===== src/rtl/audio_dma_responder_if.sv =====
// Audio DMA fetch bus: the mixer raises req with tile/addr held,
// the responder answers with a one-cycle ack and the fetched word.
interface audio_dma_if;
    logic        req;
    logic        tile;
    logic [15:0] addr;
    logic        ack;
    logic [15:0] word;

    modport master (
        output req,
        output tile,
        output addr,
        input  ack,
        input  word
    );

    modport slave (
        input  req,
        input  tile,
        input  addr,
        output ack,
        output word
    );
endinterface


===== src/rtl/audio_dma_responder.sv =====
// Audio DMA responder: steals idle VRAM/tile-memory cycles for mixer reads.
// Optional starvation flag enabled by defining AUDIO_DMA_STARVE_EN.
module audio_dma_responder #(
    parameter int TILE_AW      = 12,
    parameter int STARVE_LIMIT = 64
) (
    input  logic               clk,
    input  logic               reset_ni,
    audio_dma_if.slave         audio,
    input  logic               vram_busy_i,
    output logic               vram_sel_o,
    output logic [15:0]        vram_addr_o,
    input  logic [15:0]        vram_data_i,
    input  logic               tile_busy_i,
    output logic               tile_sel_o,
    output logic [TILE_AW-1:0] tile_addr_o,
    input  logic [15:0]        tile_data_i,
    output logic               audio_urgent_o
);

    localparam logic [1:0] S_IDLE = 2'd0;
    localparam logic [1:0] S_WAIT = 2'd1;
    localparam logic [1:0] S_DATA = 2'd2;

    logic [1:0]  r_state;
    logic        r_tile;
    logic [15:0] r_addr;
    logic        r_ack;
    logic [15:0] r_word;

    logic w_wait;
    logic w_busy;
    logic w_issue;

    assign w_wait  = (r_state == S_WAIT);
    assign w_busy  = r_tile ? tile_busy_i : vram_busy_i;
    assign w_issue = w_wait & ~w_busy;

    assign vram_sel_o  = w_issue & ~r_tile;
    assign tile_sel_o  = w_issue & r_tile;
    assign vram_addr_o = r_addr;
    assign tile_addr_o = r_addr[TILE_AW-1:0];

    assign audio.ack  = r_ack;
    assign audio.word = r_word;

    // ack masks req: the requester only drops req on the edge that sees ack
    always_ff @(posedge clk) begin
        if (!reset_ni) begin
            r_state <= S_IDLE;
            r_tile  <= 1'b0;
            r_addr  <= 16'h0000;
            r_ack   <= 1'b0;
            r_word  <= 16'h0000;
        end else begin
            r_ack <= 1'b0;
            case (r_state)
                S_IDLE: begin
                    if (audio.req && !r_ack) begin
                        r_tile  <= audio.tile;
                        r_addr  <= audio.addr;
                        r_state <= S_WAIT;
                    end
                end
                S_WAIT: begin
                    if (w_issue)
                        r_state <= S_DATA;
                    else if (!audio.req)
                        r_state <= S_IDLE;
                end
                S_DATA: begin
                    r_word  <= r_tile ? tile_data_i : vram_data_i;
                    r_ack   <= 1'b1;
                    r_state <= S_IDLE;
                end
                default: r_state <= S_IDLE;
            endcase
        end
    end

`ifdef AUDIO_DMA_STARVE_EN
    localparam logic [7:0] LIM_M1 = 8'(STARVE_LIMIT - 1);

    logic [7:0] r_cnt;
    logic       r_urgent;
    logic [7:0] w_cnt_nxt;

    assign w_cnt_nxt      = (r_cnt == 8'hFF) ? r_cnt : r_cnt + 8'd1;
    assign audio_urgent_o = r_urgent;

    // only a busy cycle that stays in WAIT keeps the count alive
    always_ff @(posedge clk) begin
        if (!reset_ni) begin
            r_cnt    <= 8'h00;
            r_urgent <= 1'b0;
        end else if (w_wait && w_busy && audio.req) begin
            r_cnt <= w_cnt_nxt;
            if (w_cnt_nxt >= LIM_M1)
                r_urgent <= 1'b1;
        end else begin
            r_cnt    <= 8'h00;
            r_urgent <= 1'b0;
        end
    end
`else
    assign audio_urgent_o = 1'b0;
`endif

endmodule


===== src/flat_wrapper.sv =====
// flat-port wrapper written by rule: the top's interface ports become plain ports
module audio_dma_responder_flat 
#(
    parameter int TILE_AW      = 12,
    parameter int STARVE_LIMIT = 64
)
  (clk, reset_ni, vram_busy_i, vram_sel_o, vram_addr_o, vram_data_i, tile_busy_i, tile_sel_o, tile_addr_o, tile_data_i, audio_urgent_o, audio_req, audio_tile, audio_addr, audio_ack, audio_word);
  audio_dma_if audio_i ();
  input  logic clk;
  input  logic reset_ni;
  input  logic vram_busy_i;
  output logic vram_sel_o;
  output logic [15:0] vram_addr_o;
  input  logic [15:0] vram_data_i;
  input  logic tile_busy_i;
  output logic tile_sel_o;
  output logic [TILE_AW-1:0] tile_addr_o;
  input  logic [15:0] tile_data_i;
  output logic audio_urgent_o;
  input wire logic [$bits(audio_i.req)-1:0] audio_req;
  input wire logic [$bits(audio_i.tile)-1:0] audio_tile;
  input wire logic [$bits(audio_i.addr)-1:0] audio_addr;
  output wire logic [$bits(audio_i.ack)-1:0] audio_ack;
  output wire logic [$bits(audio_i.word)-1:0] audio_word;
  assign audio_i.req = audio_req;
  assign audio_i.tile = audio_tile;
  assign audio_i.addr = audio_addr;
  assign audio_ack = audio_i.ack;
  assign audio_word = audio_i.word;
  audio_dma_responder #(.TILE_AW(TILE_AW), .STARVE_LIMIT(STARVE_LIMIT)) u_core (.clk(clk), .reset_ni(reset_ni), .audio(audio_i), .vram_busy_i(vram_busy_i), .vram_sel_o(vram_sel_o), .vram_addr_o(vram_addr_o), .vram_data_i(vram_data_i), .tile_busy_i(tile_busy_i), .tile_sel_o(tile_sel_o), .tile_addr_o(tile_addr_o), .tile_data_i(tile_data_i), .audio_urgent_o(audio_urgent_o));
endmodule

===== config.mk =====
export PLATFORM = sky130hd
export DESIGN_NAME = audio_dma_responder_flat
export DESIGN_NICKNAME = d
export VERILOG_FILES = /design/src/rtl/audio_dma_responder_if.sv /design/src/rtl/audio_dma_responder.sv /design/src/flat_wrapper.sv
export SDC_FILE = /design/constraint.sdc
export NUM_CORES = 1
export LEC_CHECK = 0
export ABC_AREA = 1
export CAP_MARGIN = 20
export CORE_ASPECT_RATIO = 1.4
export CORE_MARGIN = 2
export CORE_UTILIZATION = 39
export CTS_CLUSTER_DIAMETER = 80
export DETAILED_ROUTE_END_ITERATION = 10
export GPL_TIMING_DRIVEN = 0
export PLACE_DENSITY = 0.85
export SLEW_MARGIN = 20
export SYNTH_ARGS = -nofsm -noshare
export SYNTH_HDL_FRONTEND = slang
export SYNTH_SLANG_ARGS = --single-unit

===== constraint.sdc =====
create_clock -name clk -period 2 [get_ports clk]
set_input_delay 0.4 -clock clk [delete_from_list [all_inputs] [get_ports clk]]
set_output_delay 0.4 -clock clk [all_outputs]
set_load 0.03 [all_outputs]

==> summary.txt, run 1 <==
run status: finished, final reports clean
Starting Density: 40.6%
adder-cell share of the synthesized area: 0%
Period minus WS final: 1.82 ns
Slew Limit Fails: 0
async set-or-reset flop fraction in the synthesized netlist: 0%
Filler cells: 331
final period utilization: 91.2%
Yosys reg bits: 36
Critical Path Max Stage Delay: 0.72 ns
diode count: 0
CTS Buffer Depth: 2
unrepaired setup endpoints after global routing: false
most frequent cells after synthesis: nand2_1, dfxtp_1, a21oi_1
first-pass GRT wire length: 6990 µm
cells along the critical path: clkdlybuf4s50_1
Sw Pwr: 0.000506 W
WP buf/inv: 1
Clk network pwr share: 30.7%
hold crit path type: reg2reg
Num CTS Buffers: 5
GPL Wtd Cong: 0.719
vias in the first global route: 1669
share of power burned in registers: 43.1%
DR DRC count: 0
internal power: 0.00130 W
Crit. End Element: output port
mux contribution to synthesized area: 0%
crit path kind: reg2out
# port buffers: 100
largest net degree at the start of global routing: 11
area delta synth->final: 71.9%
Syn Std Cell Area: 1590 µm²
gr ovfl total: 0
Initial DRC Count: 48
Initial DRT Pass Iterations: 4
Worst EP required: 1.60 ns
ANT nets after route: 0
Avg WL per Cell: 11.8 µm
DR vias/cell: 4.72
CTS HTree Levels: 2
layout cells sized above 1: 11.6%
dominant synthesized flop cell: dfxtp_1
Leakage Power: 1.06 nW
final setup margin: 0.176 ns
switch share: 28.0%
synth top area cells: dfxtp_1, nand2_1, a21oi_1
io pins: 102
via count: 1714
clk sinks: 36
VDD IR max: 0.597 mV
# rows: 27
complex-gate fraction of the synthesized area: 15.7%
sequential-to-total area share from yosys stat: 45.3%
area of the multi-input gates: 682 µm²
Post-Synth Simple-Gate Area: 26.9%
Layout Cells excl Fill: 363
post-place setup slack: -0.246 ns
initial antenna violation count: 0
Distinct cells, synth: 21
die width: 58.0 µm
placed cells: 356
final WL: 4270 µm
Global Route Usage Sum: 19.7%
post-synth top area share: 45.3%
most common cell in the netlist: nand2_1
crit path max fanout: 2
synth warn: 0
die area: 4620 µm²
clock transition at the registers of the reported paths: 0.07 ns
final setup violation count: 0
Post-Route Setup TNS: 0 ns
clock root cell: clkbuf_8
Final Hold Fails: 0
cts-stage hold buffer count: 0
Post-Synth XOR/XNOR Area: 0%
clock latency at the later pin of the worst-skew pair: 0.28 ns
Reg area: 721 µm²
CTS tree: yes
Crit path max-delay family: buffers and inverters
Synth Instances: 213
Max-Cap Viols: 0
Worst path slowest cell: clkdlybuf4s50_1
crit path launch type: register
chip height: 79.6 µm
Core Area: 3920 µm²
critical path arrival: 1.42 ns
pwr dens: 661 nW/µm²
largest family of logic cells by synthesized area: simple AND/OR/NAND/NOR gates
hpwl dp: 3290 µm
Comb power frac: 26.1%
Net Count, Synth: 267
EDFF count, synth: 0
fmax: 548 MHz
skew final: 0.00448 ns
top cell type by total area after synthesis: dfxtp_1
fin nets: 374
Mapped Avg Cell Area: 7.47 µm²
cell type report:
class | instances | area share [%]
repair buffers | 100 | 36.2
multi-input cells | 148 | 24.9
well taps | 43 | 1.97
plain buffers | 25 | 6.40
inverters | 4 | 0.595
clock buffers | 7 | 3.52
flip-flops and latches | 36 | 26.3
path summary, 6_finish.rpt:
kind,end,from,slack [ns],cells after the start
max,audio_ack,u_core.audio.ack,0.18,1
min,u_core.vram_addr_o[12],u_core.vram_addr_o[12],0.46,2
max reg2reg,u_core.vram_addr_o[13],u_core.r_state[0],0.78,5
min reg2reg,u_core.vram_addr_o[12],u_core.vram_addr_o[12],0.46,2
metrics by stage:
step           area (µm²)  utilization (%)  hold slack, ns  power, W
2_1_floorplan        1590                -           0.540   0.00104
3_3_place_gp         2650             67.5           0.447   0.00126
3_5_place_dp         2650             67.5           0.452   0.00127
4_1_cts              2750             70.1           0.463   0.00182
5_1_grt              2740             69.8           0.487   0.00189
6_report             2740             69.8           0.459   0.00181
tightest hold or removal path: stages (launching register included):
cell,delay [ns]
dfxtp_1,0.31
nand2_1,0.06
a21oi_1,0.05
registers in the layout, summed over array words and instances, names as in the netlist:
name	flops
u_core.audio.word	16
u_core.r_state	2
u_core.r_tile	1
u_core.audio.ack	1
u_core.vram_addr_o	16
cell usage in the layout, fill, tap and decap left out:
master and instances:
nor2_1 20, o21ai_0 15, nor3_1 1, inv_2 1, buf_4 15, nor2_4 2
o21ai_1 1, buf_6 1, buf_8 1, nor2_8 1, clkinv_2 1, dfxtp_1 36
conb_1 1, clkdlybuf4s50_1 98, clkbuf_2 1, clkbuf_8 7, a21oi_1 34, nand2_4 1
clkbuf_1 3, inv_1 2, nand2_1 54, buf_2 6, nand3_1 17, nand4_1 1
per-layer routing:
metal	up-vias	track usage (%)	part of all wire, %
met4	0	7.21	0.94
met1	752	19.4	38
li1	895	-	-
met2	63	36.5	53
met5	-	0	0
met3	4	7.62	7.7
power by group through the flow:
stage / Clock (W) / Combinational [W] / Sequential (W)
after global placement: 0 / 0.000470 / 0.000794
final: 0.000555 / 0.000472 / 0.000779
after CTS: 0.000566 / 0.000478 / 0.000779
after global routing: 0.000601 / 0.000506 / 0.000784
after detailed placement: 0 / 0.000476 / 0.000795
after floorplan: 0 / 0.000178 / 0.000860
logic make-up after synthesis:
group / count (synthesis)
AO/OA/AOI/OAI: 50
buffers and inverters: 29
flip-flops: 36
other: 1
AND/OR/NAND/NOR: 97
repair_timing:
action,in CTS,in global routing
gates resized for setup,8,4
hold endpoints to repair,0,0
endpoints found under the setup margin,2,2
buffers inserted,0,0
pin swaps,0,0
No activity file was read; power rests on OpenSTA's default activity.
==> run 2, diff against run 1 <==
--- a/config.mk
+++ b/config.mk
@@ -9,11 +9,12 @@
 export CAP_MARGIN = 20
 export CORE_ASPECT_RATIO = 1.4
 export CORE_MARGIN = 2
-export CORE_UTILIZATION = 39
+export CORE_UTILIZATION = 60
 export CTS_CLUSTER_DIAMETER = 80
 export DETAILED_ROUTE_END_ITERATION = 10
+export DONT_BUFFER_PORTS = 1
 export GPL_TIMING_DRIVEN = 0
-export PLACE_DENSITY = 0.85
+export PLACE_DENSITY = 0.76
 export SLEW_MARGIN = 20
 export SYNTH_ARGS = -nofsm -noshare
 export SYNTH_HDL_FRONTEND = slang
==> constraint.sdc (replaced) <==
create_clock -name clk -period 2 [get_ports clk]
set_input_delay 0.3 -clock clk [delete_from_list [all_inputs] [get_ports clk]]
set_output_delay 0.3 -clock clk [all_outputs]
set_load 0.03 [all_outputs]
==> run 2 against run 1 <==
Against the previous run:
- non-clock buffer count decreased by 100
- utilization is 4.2 points lower
- sequential power grew 9.0%
- power is 23% lower
- worst setup slack lost 0.10 ns
- cell count decreased by 30%
- critical path depth grew 3
- sequential share of layout area rose by 17 points
- cell area down 39%
- clock skew up 0.0061 ns
- global-route usage grew 4.1 points
- largest power group unchanged
==> summary.txt, run 2 (synthesis results as in run 1) <==
critical path arrival: 1.63 ns
Core Util, Final: 65.6%
r2r startpoint: u_core.audio.ack
Critical Path Max Stage Delay: 0.36 ns
# rows: 22
hold crit path type: in2reg
gr ovfl total: 0
final WL: 3520 µm
die width: 47.5 µm
largest net degree at the start of global routing: 11
Final Hold Fails: 0
Worst path slowest cell: nor2_2
area delta synth->final: 5.50%
first-pass GRT wire length: 5290 µm
DR DRC count: 0
# port buffers: 0
die area: 3090 µm²
clock transition at the registers of the reported paths: 0.10 ns
chip height: 64.9 µm
fmax: 519 MHz
Initial DRT Pass Iterations: 4
Core Area: 2560 µm²
DR vias/cell: 5.59
HP Start: reset_ni
Initial DRC Count: 29
Leakage Power: 0.652 nW
crit path launch type: register
pwr dens: 825 nW/µm²
Global Route Usage Sum: 23.9%
Max-Cap Viols: 0
final setup violation count: 0
crit path kind: reg2out
met2 wire len: 1880 µm
crit path max fanout: 9
cts-stage hold buffer count: 0
Tot Pwr: 0.00138 W
clk sinks: 36
crit path from: u_core.r_tile
clock root cell: clkbuf_4
final period utilization: 96.4%
fin nets: 274
Met3 Wirelength: 314 µm
clock latency at the later pin of the worst-skew pair: 0.33 ns
diode count: 0
hpwl dp: 2690 µm
VDD IR max: 0.564 mV
Filler cells: 237
hold_ws: 0.106 ns
top routing layer used: met4
Slew Limit Fails: 0
final setup margin: 0.0716 ns
Num CTS Buffers: 5
post-place setup slack: 0.353 ns
skew final: 0.0106 ns
Worst EP required: 1.70 ns
most frequent cells in the layout: nand2_1, dfxtp_1, a21oi_1, nor2_1, nand3_1
postcts setup bufs: 0
CTS Buffer Depth: 2
io pins: 102
CTS HTree Levels: 2
Crit path max-delay family: simple AND/OR/NAND/NOR gates
run status: finished, final reports clean
Starting Density: 62.2%
vias in the first global route: 1323
WL met1: 1270 µm
CTS tree: yes
WP buf/inv: 1
Final Cell Area: 1680 µm²
commonest non-fill, non-tap cell in the layout: nand2_1
placed cell areas: 1640 µm²
Period minus WS final: 1.93 ns
GPL Wtd Cong: 0.758
post-CTS sizing: 0
cells along the critical path: clkinv_1 -> nand2_1 -> nand4_1 -> nor2_2
ANT nets after route: 0
Crit. End Element: output port
unrepaired setup endpoints after global routing: true
layout cells sized above 1: 15.1%
initial antenna violation count: 0
via count: 1419
Avg WL per Cell: 13.9 µm
run 2: final timing paths:
check / to / slack (ns) / cells after the start
worst min-delay path: u_core.audio.word[3] / 0.11 / 2
worst max-delay path: vram_sel_o / 0.07 / 4
worst max register to register: u_core.vram_addr_o[9] / 0.74 / 5
worst min register to register: u_core.vram_addr_o[12] / 0.62 / 2
run 2: power breakdown:
| part | internal, W | switching, W |
|---|---|---|
| logic | 0.0000726 | 0.000134 |
| clock network | 0.000117 | 0.000211 |
| registers | 0.000754 | 0.0000954 |
run 2: worst reg2reg max path, cell delays in order, from the launching register on:
cell,delay [ns]
dfxtp_1,0.63
nor2_8,0.11
nand2_4,0.14
buf_8,0.14
nand2_1,0.05
a21oi_1,0.13
run 2: layout make-up:
type                    instances  area [µm²]  share of cell area (%)
plain buffers                  25         174                    10.4
clock buffers                   5        37.5                    2.24
inverters                       4        15.0                   0.894
multi-input cells             148         687                    40.9
flip-flops and latches         36         721                    42.9
well taps                      36        45.0                    2.68
run 2: metal layers:
layer,vias up,GRT usage (%)
li1,698,-
met1,639,24.1
met2,76,40.9
met3,6,8.08
met4,0,11.8
met5,-,0
run 2: per-stage QoR:
stage,TNS (ns),cells
floorplan,0,213
global placement,0,249
detailed placement,0,249
CTS,-0.0431,254
global route,-0.0645,254
finish,0,254
